### src/rtl/memctrl_pkg.sv
// Shared constants for the memctrl burst responder.
// State encodings, default burst geometry and bus width.
package memctrl_pkg;

  localparam int BUS_W          = 32;
  localparam int DEF_BURSTLEN   = 8;
  localparam int DEF_LOG2_BURST = 3;

  localparam logic [1:0] ST_IDLE = 2'b00;
  localparam logic [1:0] ST_RD   = 2'b01;
  localparam logic [1:0] ST_WR   = 2'b10;

endpackage

### src/rtl/memctrl_addrgen.sv
// Back-end word address from burst base and beat counter.
// MEMCTRL_WRAP_EN selects critical-word-first wrap within the block.
module memctrl_addrgen
  import memctrl_pkg::*;
#(
  parameter int LOG2_BURST = DEF_LOG2_BURST
) (
  input  logic [BUS_W-1:0]    base,
  input  logic [LOG2_BURST:0] cnt,
  output logic [BUS_W-1:0]    ram_addr
);

`ifdef MEMCTRL_WRAP_EN
  logic [LOG2_BURST-1:0] off;
  logic                  unused_msb;

  // Offset wraps inside the BURSTLEN-aligned block.
  assign off        = base[LOG2_BURST+1:2] + cnt[LOG2_BURST-1:0];
  assign unused_msb = cnt[LOG2_BURST];
  assign ram_addr   = {base[BUS_W-1:LOG2_BURST+2], off, 2'b00};
`else
  assign ram_addr = base
                  + {{(BUS_W-LOG2_BURST-3){1'b0}}, cnt, 2'b00};
`endif

endmodule

### src/rtl/memctrl_burst.sv
// Burst responder: cache bursts to single-word RAM transactions.
// Optional macro MEMCTRL_WRAP_EN enables wrap-burst addressing.
module memctrl_burst
  import memctrl_pkg::*;
#(
  parameter int BURSTLEN   = DEF_BURSTLEN,
  parameter int LOG2_BURST = DEF_LOG2_BURST
) (
  input  logic             clk,
  input  logic             reset_n,
  input  logic [BUS_W-1:0] mem_addr,
  input  logic             mem_rdreq,
  input  logic             mem_wrreq,
  input  logic [BUS_W-1:0] mem_datain,
  output logic [BUS_W-1:0] mem_dataout,
  output logic             mem_datavalid,
  output logic [15:0]      mem_burstlen,
  output logic             mem_busy,
  output logic [BUS_W-1:0] ram_addr,
  output logic             ram_rdreq,
  output logic             ram_wrreq,
  output logic [BUS_W-1:0] ram_wdata,
  input  logic             ram_ready,
  input  logic [BUS_W-1:0] ram_rdata,
  input  logic             ram_rvalid
);

  localparam int CNT_W = LOG2_BURST + 1;
  localparam logic [CNT_W-1:0] CNT_FULL = CNT_W'(BURSTLEN);
  localparam logic [CNT_W-1:0] CNT_LAST = CNT_W'(BURSTLEN - 1);

  logic [1:0]       state;
  logic [BUS_W-1:0] base;
  logic [CNT_W-1:0] issued;
  logic [CNT_W-1:0] returned;
  logic             rd_valid;
  logic [1:0]       unused_lsb;

  assign unused_lsb = mem_addr[1:0];

  memctrl_addrgen #(
    .LOG2_BURST (LOG2_BURST)
  ) u_addrgen (
    .base     (base),
    .cnt      (issued),
    .ram_addr (ram_addr)
  );

  always_ff @(posedge clk or negedge reset_n) begin
    if (!reset_n) begin
      state       <= ST_IDLE;
      base        <= '0;
      issued      <= '0;
      returned    <= '0;
      rd_valid    <= 1'b0;
      mem_dataout <= '0;
    end else begin
      rd_valid <= 1'b0;
      case (state)
        ST_IDLE: begin
          // Read wins a collision; the write is dropped.
          if (mem_rdreq) begin
            base     <= {mem_addr[BUS_W-1:2], 2'b00};
            issued   <= '0;
            returned <= '0;
            state    <= ST_RD;
          end else if (mem_wrreq) begin
            base   <= {mem_addr[BUS_W-1:2], 2'b00};
            issued <= '0;
            state  <= ST_WR;
          end
        end
        ST_RD: begin
          if (ram_rdreq && ram_ready)
            issued <= issued + 1'b1;
          if (ram_rvalid) begin
            mem_dataout <= ram_rdata;
            rd_valid    <= 1'b1;
            returned    <= returned + 1'b1;
            if (returned == CNT_LAST)
              state <= ST_IDLE;
          end
        end
        ST_WR: begin
          if (ram_ready) begin
            issued <= issued + 1'b1;
            if (issued == CNT_LAST)
              state <= ST_IDLE;
          end
        end
        default: state <= ST_IDLE;
      endcase
    end
  end

  assign ram_rdreq     = (state == ST_RD) && (issued < CNT_FULL);
  assign ram_wrreq     = (state == ST_WR);
  assign ram_wdata     = ram_wrreq ? mem_datain : '0;
  assign mem_datavalid = ram_wrreq ? ram_ready : rd_valid;
  assign mem_busy      = (state != ST_IDLE);
  assign mem_burstlen  = 16'(BURSTLEN);

endmodule

### config.mk
export PLATFORM = sky130hd
export DESIGN_NAME = memctrl_burst
export DESIGN_NICKNAME = d
export VERILOG_FILES = /design/src/rtl/memctrl_pkg.sv /design/src/rtl/memctrl_addrgen.sv /design/src/rtl/memctrl_burst.sv
export SDC_FILE = /design/constraint.sdc
export NUM_CORES = 1
export LEC_CHECK = 0
export ABC_AREA = 1
export BUFFER_PORTS_ARGS = -buffer_cell sky130_fd_sc_hd__buf_2
export CORE_ASPECT_RATIO = 1.25
export CORE_UTILIZATION = 41
export DETAILED_ROUTE_END_ITERATION = 12
export HOLD_SLACK_MARGIN = 0.02
export PLACE_DENSITY = 0.73
export SKIP_LAST_GASP = 1
export SYNTH_ARGS = -nofsm -noshare
export SYNTH_HDL_FRONTEND = slang
export SYNTH_SLANG_ARGS = --single-unit
### constraint.sdc
create_clock -name clk -period 3.3 [get_ports clk]
set_clock_uncertainty 0.2 [all_clocks]
set_input_delay 0.495 -clock clk [delete_from_list [all_inputs] [get_ports clk]]
set_output_delay 0.495 -clock clk [all_outputs]
set_load 0.005 [all_outputs]
==> out/summary.txt <==
max cap viols: 0
largest net degree at the start of global routing: 74
WS Path Type: register to output port
number of diodes: 0
cell count after synthesis: 588
slew of the pin with the lowest slew margin: 929.7 ps
post-synth cell types: 29
critical path data arrival time: 2430 ps
crit start category: register
Longest Clk Path Bufs: 2
Setup-failing EPs final: 0
endpoint class of the critical path: output port
hold_buf cts: 0
drc violations: 0
Max VDD drop: 0.0003686 V
TNS Setup: 0 ps
# Post-CTS Setup Buffers: 0
RD Place Congestion: 0.8977
Clock Sinks: 73
Starting DRT DRC Count: 137
CTS tree: yes
vias per cell: 4.516
CP max FO: 9
HP Class: input pin to async pin
Worst Path Required: 2600 ps
CTS HTree Levels: 3
Yosys warning count: 0
status: complete, no violations
Area Growth Syn to Fin: 32.39%
grt total ovfl: 0
Final Hold Vio Count: 0
fraction of layout cells with a size suffix above 1: 32.19%
Leakage: 3.515 nW
Rel. slew slack: 38.02%
crit path capture: ram_addr[20]
Power Dens Cells: 871.7 nW/um2
Die Span Y: 118.0 um
port bufs: 197
Max Slew Vio Count: 0
initial antenna violation count: 0
Fmax: 320.5 MHz
1st-pass router iterations: 4
Layout Nets: 897
vias in the first global route: 4017
sequential cell area fraction in the yosys report: 41.41%
Detailed Route WL: 11050 um
Rows: 42
CTS buffer count: 9
Root Driver: clkbuf_16
Worst-Skew Late Latency: 320 ps
critical path startpoint: issued[0]
fin crit share: 94.55%
Tmin final: 3120 ps
worst reg2reg endpoint: mem_dataout[11]
die span in x: 94.78 um
first-pass GRT wire length: 18470 um
Std-Cell Core Area: 10510 um2
Avg WL per Cell: 12.00 um
clock-pin slew on the worst setup and hold paths: 60 ps
GRT Total Usage: 20.91%
synthesized area per cell: 7.503 um2
I/O pins: 218
die area: 11180 um2
routed vias: 4159
Power Total: 5.091 mW
register bit total from synthesis: 73
RSZ-0062 raised after global routing: true
starting density of the core: 41.98%
ANT nets after route: 0
r2r setup slk: 1210 ps
reg2reg path depth: 7
Synth Cell Area: 4412 um2
HPWL after detailed placement: 8266 um
RR Startpoint: state[1]
## kinds of logic after synthesis
group / share of synthesized area [%]
buffers and inverters: 10.35
adder cells (fa/ha/maj): 3.290
AND/OR/NAND/NOR: 32.02
AO/OA/AOI/OAI: 2.751
flip-flops: 41.41
multiplexers: 7.232
XOR/XNOR: 2.779
other: 0.1702
## report_power, final
group          total (mW)  leakage [nW]  switching (mW)  internal, mW
Clock                1.29         0.190           0.374         0.913
Combinational        2.14          2.43            1.14          1.00
Sequential           1.67         0.896           0.370          1.30
Total                5.09          3.52            1.88          3.21
## through the flow
step / worst slack (ps) / area (um2) / instances / utilization [%] / hold slack (ps)
after floorplan: 908.8 / 4472 / 604 / - / -0.5910
after global placement: 567.1 / 5443 / 905 / 51.79 / 259.5
after detailed placement: 518.3 / 5443 / 905 / 51.79 / 259.4
after CTS: 156.7 / 5836 / 921 / 55.52 / 141.8
after global routing: -26.25 / 5841 / 921 / 55.57 / 149.2
final: 179.9 / 5841 / 921 / 55.57 / 111.9
## state kept, by name, indices dropped and copies added (netlist names)
register	flops
base	30
state	2
returned	4
rd_valid	1
mem_dataout	32
issued	4
## per-layer routing
layer / part of all wire [%] / vias to the layer above / GRT usage (%) / wire (um)
met4: 1.4 / 0 / 6.629 / 156
met5: 0 / - / 0 / 0
met1: 43 / 1860 / 26.01 / 4708
met3: 6.4 / 12 / 4.328 / 710
met2: 50 / 140 / 35.66 / 5475
li1: - / 2147 / - / -
## cells in the mapped netlist
cell type / n / area share, %
mux2_2: 7 / 1.8
nor3_1: 1 / 0.11
xor2_1: 12 / 2.4
nand4_1: 3 / 0.43
o21ai_1: 1 / 0.11
nand3_1: 14 / 1.6
nand2_4: 1 / 0.26
ha_1: 10 / 2.8
dfrtp_1: 73 / 41
fa_1: 1 / 0.45
nand2_1: 254 / 22
nand2_2: 6 / 0.85
nor2_2: 5 / 0.71
a21oi_1: 13 / 1.5
xnor2_1: 2 / 0.40
buf_2: 5 / 0.57
o22ai_1: 1 / 0.14
clkinv_1: 1 / 0.085
buf_6: 2 / 0.51
buf_4: 18 / 3.1
nand3b_1: 12 / 2.0
conb_1: 2 / 0.17
inv_1: 66 / 5.6
nor2_1: 46 / 3.9
mux2_4: 16 / 5.4
clkbuf_1: 6 / 0.51
o21ai_0: 7 / 0.79
nor2_4: 2 / 0.51
a32o_1: 1 / 0.23
## what timing repair did
item	in CTS	in global routing
resized for setup	0	2
setup endpoints to repair	0	3
endpoints found under the hold margin	0	0
## critical path: stages (launching register included)
cell	delay (ps)
dfrtp_1	410
ha_1	230
inv_1	70
fa_1	400
nand3b_1	170
nand2_1	160
inv_1	120
nor2_4	230
nand2_1	90
nand2_1	70
nand2_1	50
buf_2	120
## placed cells by master, fill, tap and decap left out, types with 2 or more instances in the layout
master	count
nand3_1	14
clkbuf_16	9
nor2_4	2
mux2_2	7
inv_1	66
nand4_1	3
buf_4	4
buf_2	196
xor2_1	12
nand2_1	253
nand2_2	7
nand3b_1	12
nor2_1	45
bufinv_16	5
xnor2_1	2
a21oi_1	13
nor2_2	6
o21ai_0	7
conb_1	18
dfrtp_1	73
mux2_4	16
ha_1	10
## final cells by class
type	instances	area, um2
clock buffer	11	242.7
fill	1028	4669
timing repair buffer	200	1011
clock inverter	5	150.1
tap	132	165.2
inverter	67	251.5
multi-input combinational	433	2193
sequential	73	1827
## worst min path at each step
stage,start,end,slack (ps),depth (start not counted)
2_1_floorplan,reset_n,base[10],-0.6,0
3_3_place_gp,mem_dataout[25],mem_dataout[25],260,2
3_5_place_dp,mem_dataout[28],mem_dataout[28],260,2
4_1_cts,reset_n,base[22],140,1
5_1_grt,ram_rdata[0],mem_dataout[0],150,3
6_report,reset_n,base[22],110,1
(Power assumes the default switching activity.)
